<file path="config.mk">
export PLATFORM = sky130hd
export DESIGN_NAME = ins_mem_loader_flat
export DESIGN_NICKNAME = d
export VERILOG_FILES = /design/src/rtl/ins_mem_pkg.sv /design/src/rtl/ins_mem_loader_if.sv /design/src/rtl/ins_mem_loader_byte_packer.sv /design/src/rtl/ins_mem_loader.sv /design/src/flat_wrapper.sv
export SDC_FILE = /design/constraint.sdc
export NUM_CORES = 1
export LEC_CHECK = 0
export ABC_CLOCK_PERIOD_IN_PS = 2300
export CAP_MARGIN = 15
export CORE_MARGIN = 1.5
export CORE_UTILIZATION = 55
export CTS_CLUSTER_SIZE = 40
export DETAILED_ROUTE_END_ITERATION = 10
export DONT_BUFFER_PORTS = 1
export PLACE_DENSITY_LB_ADDON = 0.08
export SLEW_MARGIN = 20
export SYNTH_ARGS = -nofsm -noshare
export SYNTH_HDL_FRONTEND = slang
export SYNTH_SLANG_ARGS = --single-unit
</file>
<file path="constraint.sdc">
create_clock -name clk -period 2.3 [get_ports clk]
set_input_delay 0.46 -clock clk [delete_from_list [all_inputs] [get_ports clk]]
set_output_delay 0.46 -clock clk [all_outputs]
set_load 0.05 [all_outputs]
</file>
<file path="src/rtl/ins_mem_pkg.sv">
// Shared definitions for the instruction-memory loader: default geometry,
// word/byte sizes and the loader state encoding.
package ins_mem_pkg;

    localparam int DEF_ADDR_W     = 10;
    localparam int DEF_DEPTH      = 1024;
    localparam int INS_W          = 32;
    localparam int BYTE_W         = 8;
    localparam int BYTES_PER_WORD = INS_W / BYTE_W;

    typedef enum logic [2:0] {
        IDLE,
        LOAD,
        WRITE,
        DONE,
        CHK
    } state_t;

endpackage

</file>
<file path="src/rtl/ins_mem_loader_if.sv">
// Byte-stream input and instruction-memory write port of the loader.
// slave is the loader's view; master is the source/memory side.
interface ins_mem_loader_if #(
    parameter int ADDR_W = ins_mem_pkg::DEF_ADDR_W
);

    logic                          in_valid;
    logic [ins_mem_pkg::BYTE_W-1:0] in_data;
    logic                          in_ready;
    logic                          wr_en;
    logic [ADDR_W-1:0]             wr_addr;
    logic [ins_mem_pkg::INS_W-1:0] wr_data;

    modport master (
        output in_valid, in_data,
        input  in_ready, wr_en, wr_addr, wr_data
    );

    modport slave (
        input  in_valid, in_data,
        output in_ready, wr_en, wr_addr, wr_data
    );

endinterface

</file>
<file path="src/rtl/ins_mem_loader_byte_packer.sv">
// Packs bytes MSB-first into a 32-bit word; word_ready flags the transfer
// that completes a word, with word_next holding the completed value.
module byte_packer
    import ins_mem_pkg::*;
(
    input  logic              clk,
    input  logic              rst,
    input  logic              clear,
    input  logic              en,
    input  logic [BYTE_W-1:0] data,
    output logic [INS_W-1:0]  word_next,
    output logic              word_ready
);

    localparam int IDX_W = $clog2(BYTES_PER_WORD);

    logic [INS_W-1:0] shreg;
    logic [IDX_W-1:0] idx;

    assign word_next  = {shreg[INS_W-BYTE_W-1:0], data};
    assign word_ready = en && (idx == IDX_W'(BYTES_PER_WORD - 1));

    // NOTE: sequential state uses non-blocking assignments so every register
    // samples pre-edge values regardless of statement order.
    always_ff @(posedge clk) begin
        if (!rst || clear) begin
            shreg <= '0;
            idx   <= '0;
        end else if (en) begin
            shreg <= word_next;
            idx   <= idx + 1'b1;
        end
    end

endmodule

</file>
<file path="src/rtl/ins_mem_loader.sv">
// Loads a program image from a byte stream into instruction memory while
// holding the CPU in reset. Optional checksum word: INS_MEM_LOADER_CHECKSUM_EN.
module ins_mem_loader
    import ins_mem_pkg::*;
#(
    parameter int ADDR_W = DEF_ADDR_W,
    parameter int DEPTH  = DEF_DEPTH
) (
    input  logic              clk,
    input  logic              rst,
    input  logic              start,
    input  logic [ADDR_W:0]   len,
    ins_mem_loader_if.slave   bus,
    output logic              cpu_hold,
    output logic              busy,
    output logic              done,
    output logic              err
);

    localparam int              LEN_W   = ADDR_W + 1;
    localparam logic [LEN_W-1:0] DEPTH_L = LEN_W'(DEPTH);

    state_t           state;
    logic [LEN_W-1:0] len_q;
    logic [LEN_W-1:0] word_cnt;
    logic [LEN_W-1:0] len_sat;
    logic             start_acc;
    logic             data_end;
    logic [INS_W-1:0] word_next;
    logic             word_ready;

    assign len_sat   = (len > DEPTH_L) ? DEPTH_L : len;
    assign start_acc = start && (state == IDLE || state == DONE);
    // Last data word written (or nothing to write): leave the data phase.
    assign data_end  = (state == LOAD  && len_q == '0) ||
                       (state == WRITE && (word_cnt + 1'b1) == len_q);

    byte_packer u_packer (
        .clk        (clk),
        .rst        (rst),
        .clear      (start_acc),
        .en         (bus.in_valid && bus.in_ready),
        .data       (bus.in_data),
        .word_next  (word_next),
        .word_ready (word_ready)
    );

`ifdef INS_MEM_LOADER_CHECKSUM_EN
    localparam bit CHK_EN = 1'b1;

    logic [INS_W-1:0] sum;

    always_ff @(posedge clk) begin
        if (!rst) begin
            sum <= '0;
            err <= 1'b0;
        end else if (start_acc) begin
            sum <= '0;
            err <= 1'b0;
        end else if (state == WRITE) begin
            sum <= sum + bus.wr_data;
        end else if (state == CHK && word_ready) begin
            err <= (word_next != sum);
        end
    end
`else
    localparam bit CHK_EN = 1'b0;

    assign err = 1'b0;
`endif

    always_ff @(posedge clk) begin
        if (!rst) begin
            state        <= IDLE;
            len_q        <= '0;
            word_cnt     <= '0;
            bus.in_ready <= 1'b0;
            bus.wr_en    <= 1'b0;
            bus.wr_addr  <= '0;
            bus.wr_data  <= '0;
            cpu_hold     <= 1'b0;
            busy         <= 1'b0;
            done         <= 1'b0;
        end else begin
            bus.wr_en <= 1'b0;
            case (state)
                IDLE, DONE: begin
                    if (start) begin
                        state        <= LOAD;
                        len_q        <= len_sat;
                        word_cnt     <= '0;
                        bus.in_ready <= (len_sat != '0);
                        cpu_hold     <= 1'b1;
                        busy         <= 1'b1;
                        done         <= 1'b0;
                    end
                end
                LOAD: begin
                    if (word_ready) begin
                        state        <= WRITE;
                        bus.in_ready <= 1'b0;
                        bus.wr_en    <= 1'b1;
                        bus.wr_addr  <= word_cnt[ADDR_W-1:0];
                        bus.wr_data  <= word_next;
                    end
                end
                WRITE: begin
                    state        <= LOAD;
                    word_cnt     <= word_cnt + 1'b1;
                    bus.in_ready <= 1'b1;
                end
                CHK: begin
                    if (word_ready) begin
                        state        <= DONE;
                        bus.in_ready <= 1'b0;
                        cpu_hold     <= 1'b0;
                        done         <= 1'b1;
                    end
                end
                default: state <= IDLE;
            endcase

            // Overrides the LOAD/WRITE defaults above once the image is complete.
            if (data_end) begin
                busy <= 1'b0;
                if (CHK_EN) begin
                    state        <= CHK;
                    bus.in_ready <= 1'b1;
                end else begin
                    state        <= DONE;
                    bus.in_ready <= 1'b0;
                    cpu_hold     <= 1'b0;
                    done         <= 1'b1;
                end
            end
        end
    end

endmodule

</file>
<file path="src/flat_wrapper.sv">
// flat-port wrapper written by rule: the top's interface ports become plain ports
module ins_mem_loader_flat import ins_mem_pkg::*;
#(
    parameter int ADDR_W = DEF_ADDR_W,
    parameter int DEPTH  = DEF_DEPTH
)
  (clk, rst, start, len, cpu_hold, busy, done, err, bus_in_valid, bus_in_data, bus_in_ready, bus_wr_en, bus_wr_addr, bus_wr_data);
  ins_mem_loader_if #(.ADDR_W(ADDR_W)) bus_i ();
  input  logic clk;
  input  logic rst;
  input  logic start;
  input  logic [ADDR_W:0] len;
  output logic cpu_hold;
  output logic busy;
  output logic done;
  output logic err;
  input wire logic [$bits(bus_i.in_valid)-1:0] bus_in_valid;
  input wire logic [$bits(bus_i.in_data)-1:0] bus_in_data;
  output wire logic [$bits(bus_i.in_ready)-1:0] bus_in_ready;
  output wire logic [$bits(bus_i.wr_en)-1:0] bus_wr_en;
  output wire logic [$bits(bus_i.wr_addr)-1:0] bus_wr_addr;
  output wire logic [$bits(bus_i.wr_data)-1:0] bus_wr_data;
  assign bus_i.in_valid = bus_in_valid;
  assign bus_i.in_data = bus_in_data;
  assign bus_in_ready = bus_i.in_ready;
  assign bus_wr_en = bus_i.wr_en;
  assign bus_wr_addr = bus_i.wr_addr;
  assign bus_wr_data = bus_i.wr_data;
  ins_mem_loader #(.ADDR_W(ADDR_W), .DEPTH(DEPTH)) u_core (.clk(clk), .rst(rst), .start(start), .len(len), .bus(bus_i), .cpu_hold(cpu_hold), .busy(busy), .done(done), .err(err));
endmodule
</file>
# ---- Word-level counts from Yosys, hierarchy flattened
# Cells that the tools add are included.
dict set report word_totals {
  reg_bits 98
  word_cells 76
  input_bits 23
  out_inout_bits 48
}
dict set report op_classes {
  n_eq_ne 13
  n_reduce_logical 28
  n_addsub 2
  bitwise 1
  mux 18
  order_cmp 1
}
# operator count
set ops {}
lappend ops {{11-bit 2-to-1 mux} 2}
lappend ops {{11-bit one-hot mux with 2 select lines} 1}
lappend ops {{3-bit AND reduction} 5}
lappend ops {{3-bit one-hot mux with 4 select lines} 1}
lappend ops {{11-bit by 1-bit adder with 11-bit output (second input constant)} 1}
lappend ops {{11-bit == test} 1}
lappend ops {{11-bit greater-than comparator (second input constant)} 1}
lappend ops {{11-bit logical NOT} 1}
lappend ops {{11-bit nonzero test} 1}
lappend ops {{3-bit 2-to-1 mux} 3}
lappend ops {{3-bit by 2-bit inequality test with 1-bit output (second input constant)} 3}
lappend ops {{2-bit AND reduction} 4}
lappend ops {{1-bit 2-to-1 mux} 7}
lappend ops {{3-bit by 2-bit == test with 1-bit output (second input constant)} 2}
lappend ops {{2-bit inequality test (second input constant)} 3}
lappend ops {{3-bit nonzero test} 2}
lappend ops {{2-bit OR reduction} 3}
lappend ops {{1-bit logical AND} 5}
lappend ops {{1-bit one-hot mux with 2 select lines} 2}
lappend ops {{2-bit nonzero test} 2}
lappend ops {{3-bit by 1-bit == test with 1-bit output (second input constant)} 1}
lappend ops {{3-bit == test (second input constant)} 1}
lappend ops {{3-bit logical NOT} 1}
lappend ops {{1-bit logical OR} 3}
lappend ops {{7 further kinds} 7}

# ---- Depth between registers and ports, before layout
dict set report logic_depth {
  word_depth 6
  ltp_mapped 9
  ltp_nobuf 7
}

# ---- Cells and area by module
# Synthesis repeated with hierarchy kept, for this count alone.
dict set report hier_totals {
  hier_cells 504
  hier_area_um2 4393.0
}
# module cells_each area_each_um2 instances seq_area_each_um2
set by_module_without_submodules {}
lappend by_module_without_submodules {ins_mem_loader 409 3345.7 1 1401.3}
lappend by_module_without_submodules {byte_packer 95 1047.3 1 520.5}

# ---- Least setup slack after synthesis
# No wires, ideal clock.
dict set report synth_timing {
  path_type {register to register}
  startpoint {reg u_core.word_cnt[0]}
  endpoint {reg u_core.done}
  synth_period_minus_slack_ps 1990
  setup_time_ps 120
  path_stages_with_launch 8
  setup_slack_ps 310
  arrival_time_ps 1871
  path_buffers 0
  required_time_ps 2180
  path_cell_list {dfxtp_1 -> ha_1 -> and3_2 -> a31oi_1 -> a311o_1 -> a31oi_1 -> nor3_2 -> o31a_1}
}
dict set report synth_between {
  elab_chain_len 6
  elab_cells_between_ends 9
  cone_classes {add/sub: 1; eq/ne: 3; mux: 1; reduce/logical: 4}
}
# item line_no
set synth_lines {}
lappend synth_lines {{start, declared} ins_mem_loader.sv:25} ;# logic [LEN_W-1:0] word_cnt;
lappend synth_lines {{start signal, assigned} ins_mem_loader.sv:109} ;# word_cnt <= word_cnt + 1'b1;
lappend synth_lines {{11-bit by 1-bit adder with 11-bit output *} ins_mem_loader.sv:36} ;# (state == WRITE && (word_cnt + 1'b1) == len_q);
lappend synth_lines {{11-bit == test *} ins_mem_loader.sv:36}
lappend synth_lines {{1-bit logical AND *} ins_mem_loader.sv:36}
lappend synth_lines {{1-bit logical OR *} ins_mem_loader.sv:35} ;# assign data_end = (state == LOAD && len_q == '0) ||
lappend synth_lines {{3-bit by 2-bit inequality test with 1-bit output (no line) or 3-bit nonzero test (tied branches)} -}
lappend synth_lines {{3-bit AND reduction (no line)} -}
lappend synth_lines {{end signal, assigned} ins_mem_loader.sv:83} ;# done <= 1'b0;
lappend synth_lines {{end signal, assigned} ins_mem_loader.sv:95} ;# done <= 1'b0;
lappend synth_lines {{end signal, assigned} ins_mem_loader.sv:117} ;# done <= 1'b1;
lappend synth_lines {{end, declared} ins_mem_loader.sv:16} ;# output logic done,
# Every way passes the cells marked *; elsewhere a longest branch is shown, timed or not.
# A chain may end at the register's enable or synchronous reset.

# ---- Worst setup path in the final report
dict set report layout_timing {
  startpoint {reg u_core.word_cnt[0]}
  endpoint {reg u_core.state[0]}
}
dict set report layout_between {
  elab_chain_len 6
  elab_cells_between_ends 9
  cone_classes {add/sub: 1; eq/ne: 4; mux: 1; reduce/logical: 3}
}
# item line_no
set layout_lines {}
lappend layout_lines {{11-bit by 1-bit adder with 11-bit output *} ins_mem_loader.sv:36}
lappend layout_lines {{11-bit == test *} ins_mem_loader.sv:36}
lappend layout_lines {{1-bit logical AND *} ins_mem_loader.sv:36}
lappend layout_lines {{1-bit logical OR *} ins_mem_loader.sv:35}
lappend layout_lines {{3-bit by 2-bit inequality test with 1-bit output (no line)} -}
lappend layout_lines {{3-bit AND reduction (no line)} -}
lappend layout_lines {{end signal, assigned} ins_mem_loader.sv:74} ;# state <= IDLE;
lappend layout_lines {{end signal, assigned} ins_mem_loader.sv:89} ;# state <= LOAD;
lappend layout_lines {{end signal, assigned} ins_mem_loader.sv:100} ;# state <= WRITE;
lappend layout_lines {{end, declared} ins_mem_loader.sv:23} ;# state_t state;
# Marked as above.

==> summary.md <==
| Metric | Value |
|---|---|
| Outcome | `complete, no violations` |
| Largest net degree at the start of global routing | `between 60 and 70` |
| Fin Setup TNS | `0 ps` |
| Share of cells above drive strength 1 | `0.0777` |
| Filler cells | `~690` |
| Min-delay worst type | `input pin to register` |
| DR vias | `roughly 3,200` |
| Final Skew | `~12 ps` |
| Wire per inst | `between 15 and 20 um` |
| Most common cell after layout, fill and taps aside | `nand2_1` |
| Vias in the first global route | `3,136` |
| Flops & latches, synth | `96` |
| Max Root-Sink Buffers | `2` |
| Avg Inst Size Synth | `8.36 um2` |
| Period utilization | `0.916` |
| R2R depth | `7` |
| Final setup fails | `0` |
| Post-synth net total | `around 530` |
| Hold_ws | `roughly 210 ps` |
| Total GRT Usage | `0.235` |
| Slew headroom | `0.454` |
| DP Area | `approximately 4200 um2` |
| Util after Layout | `0.597` |
| Worst VDD drop | `0.000438 V` |
| Final non-filler cell total | `588` |
| CTS Root Cell | `clkbuf_8` |
| Clock transition at path regs | `around 100 ps` |
| Floorplan core area | `around 7300 um2` |
| Required time of the critical path | `roughly 2600 ps` |
| Skew-Pair Late Insertion Delay | `around 360 ps` |
| Hold depth | `2` |
| # DRC | `0` |
| Synthesized instance count | `~500` |
| Hold buffer count at CTS | `0` |
| Post-place setup slack | `252 ps` |
| Grt total ovfl | `0` |
| Hold Fails Final Rpt | `0` |
| RSZ-0062 raised after global routing | `no` |
| Max Fclk | `between 0.4 and 0.5 GHz` |
| Endpoint class of the critical path | `register` |
| Mapped cell area | `roughly 4200 um2` |
| Total Wirelength | `9.20 mm` |
| Critical path class | `register to register` |
| Worst R2R End | `u_core.state[0]$_SDFFE_PN0P_` |
| Worst-Margin Slew | `roughly 800 ps` |
| Initial antenna violation count | `0` |
| Final worst slack | `between 150 and 200 ps` |
| Area of the die | `a little over 8000 um2` |
| Worst EP arrival | `roughly 2400 ps` |
| Placed instance count | `between 500 and 600` |
| Final HPWL DP | `approximately 6.4 mm` |
| # resized after CTS | `0` |
| 1st-pass router iterations | `4` |
| CTS tree | `yes` |
| Maximum fanout along the worst path | `8` |
| CTS H-tree depth | `3` |
| Register-to-register setup slack | `190 ps` |
| Die Wd | `between 80 and 90 um` |
| Worst reg2reg path startpoint | `u_core.word_cnt[0]$_SDFFE_PN0P_` |
| CP Launch Type | `register` |
| Initial cell density of the core | `0.571` |
| N_diodes | `0` |
| Max_cap viols | `0` |
| IO Port Bufs | `0` |
| Crit path time final | `around 2100 ps` |
| Min-Delay Startpoint | `len[2]` |
| Final net count | `512` |
| Overall Power | `3.59 mW` |
| RD Place Congestion | `0.903` |
| Antenna Nets Post-Route | `0` |
| Hold EP | `u_core.len_q[2]$_SDFFE_PN0P_` |
| Max Slew Vio Count | `0` |
| Post-synthesis cell type count | `54` |
| Clock sinks | `96` |
| # IOs | `71` |
| First-pass GRT wire length | `approximately 15 mm` |
| Total number of yosys warnings | `0` |
| DR vias/cell | `roughly 5.5` |
| Lkg Pwr | `between 1 and 1.5 nW` |
| DIE HEIGHT | `90.0 um` |
| Seq/Total Area, Yosys | `0.462` |
| Post-CTS setup buffers | `0` |
| Area growth, synth to finish | `4.54%` |
| Clock buffer count from CTS | `9` |
| Final Instance Area | `about 4400 um2` |
| Rows | `31` |
| Most frequent cells in the layout | `152 x nand2_1, 96 x dfxtp_1, 44 x a21boi_0, 31 x a21oi_1, 13 x buf_4` |
| Pwr Density | `~830 nW/um2` |
| Initial DRC count | `roughly 170` |
## where the power goes
part,switching [mW],total (mW),internal (mW)
Clock,0.635,1.05,0.416
Combinational,0.465,0.710,0.245
Sequential,0.0905,1.83,1.74
## routing by layer
| metal | vias up | GRT usage | part of all wire |
|---|---|---|---|
| met3 | 6 | 0.0702 | 0.077 |
| met4 | 0 | 0.0516 | 0.0079 |
| li1 | 1648 | - | - |
| met5 | - | 0 | 0 |
| met1 | 1490 | 0.334 | 0.48 |
| met2 | 88 | 0.353 | 0.43 |
## critical path: stages, from the launching register on
cell	delay, ps
dfxtp_1	470
ha_1	250
nand3_2	110
or4_1	490
nand3_1	100
a31oi_1	100
nor3_2	340
o31a_1	190
## registers in the layout, summed over array words and instances (netlist names)
signal and count:
u_core.bus.wr_data 32, u_core.u_packer.shreg 24, u_core.len_q 11, u_core.word_cnt 11, u_core.bus.wr_addr 10, u_core.state 2
u_core.u_packer.idx 2, u_core.bus.in_ready 1, u_core.bus.wr_en 1, u_core.busy 1, u_core.done 1
## cell families after synthesis
kind of cell | count (synthesis) | share of synthesized area
compound gates | 116 | 0.190
xor+xnor | 14 | 0.0295
fa+ha+maj | 5 | 0.0150
buf+inv | 42 | 0.0568
flops | 96 | 0.462
mux | 2 | 0.00541
other cells | 1 | 0.000901
simple gates | 222 | 0.240
## synth_stat cells (all sizes together)
master / n / share of area
nand2: 152 / 0.14
dfxtp: 96 / 0.46
a21boi: 44 / 0.079
a21oi: 31 / 0.037
clkbuf: 25 / 0.025
nand3: 13 / 0.018
buf: 12 / 0.026
nor2b: 11 / 0.017
nor2: 9 / 0.0081
xnor2: 9 / 0.019
a22o: 8 / 0.017
a22oi: 8 / 0.014
o21ai: 7 / 0.0084
and3: 6 / 0.0096
nor4: 6 / 0.0090
and2: 5 / 0.0075
ha: 5 / 0.015
nor3: 5 / 0.0072
xor2: 5 / 0.011
inv: 4 / 0.0036
nand2b: 4 / 0.0060
o31a: 4 / 0.0084
nand4: 3 / 0.0060
a211oi: 2 / 0.0036
a21o: 2 / 0.0036
a31oi: 2 / 0.0030
and2b: 2 / 0.0039
mux2: 2 / 0.0054
nor3b: 2 / 0.0036
o22ai: 2 / 0.0030
a311o: 1 / 0.0024
a32oi: 1 / 0.0021
a41oi: 1 / 0.0021
and3b: 1 / 0.0024
clkdlybuf4s15: 1 / 0.0024
conb: 1 / 0.00090
nor4b: 1 / 0.0021
o21bai: 1 / 0.0018
o221ai: 1 / 0.0021
o31ai: 1 / 0.0018
or3: 1 / 0.0015
or4: 1 / 0.0018
## worst max path at each step
stage / startpoint / endpoint / slack, ps / depth (start not counted)
4_1_cts: u_core.word_cnt[0]$_SDFFE_PN0P_ / u_core.state[0]$_SDFFE_PN0P_ / 210 / 7
3_5_place_dp: u_core.word_cnt[0]$_SDFFE_PN0P_ / u_core.done$_SDFFE_PN0P_ / 250 / 7
2_1_floorplan: u_core.word_cnt[0]$_SDFFE_PN0P_ / u_core.done$_SDFFE_PN0P_ / 310 / 7
3_3_place_gp: u_core.word_cnt[0]$_SDFFE_PN0P_ / u_core.state[0]$_SDFFE_PN0P_ / 270 / 7
5_1_grt: u_core.word_cnt[0]$_SDFFE_PN0P_ / u_core.busy$_SDFFE_PP0P_ / 60 / 7
6_report: u_core.word_cnt[0]$_SDFFE_PN0P_ / u_core.state[0]$_SDFFE_PN0P_ / 190 / 7
## final cells by class
class,instances,area [um2],area share
inverters,4,15.0,0.00345
flip-flops and latches,96,1920,0.442
clock inverters,7,65.1,0.0150
well taps,99,124,0.0285
repair buffers,13,97.6,0.0224
multi-input cells,360,2000,0.461
clock buffers,9,124,0.0285
Note: power is estimated with default switching activity, not from simulation.
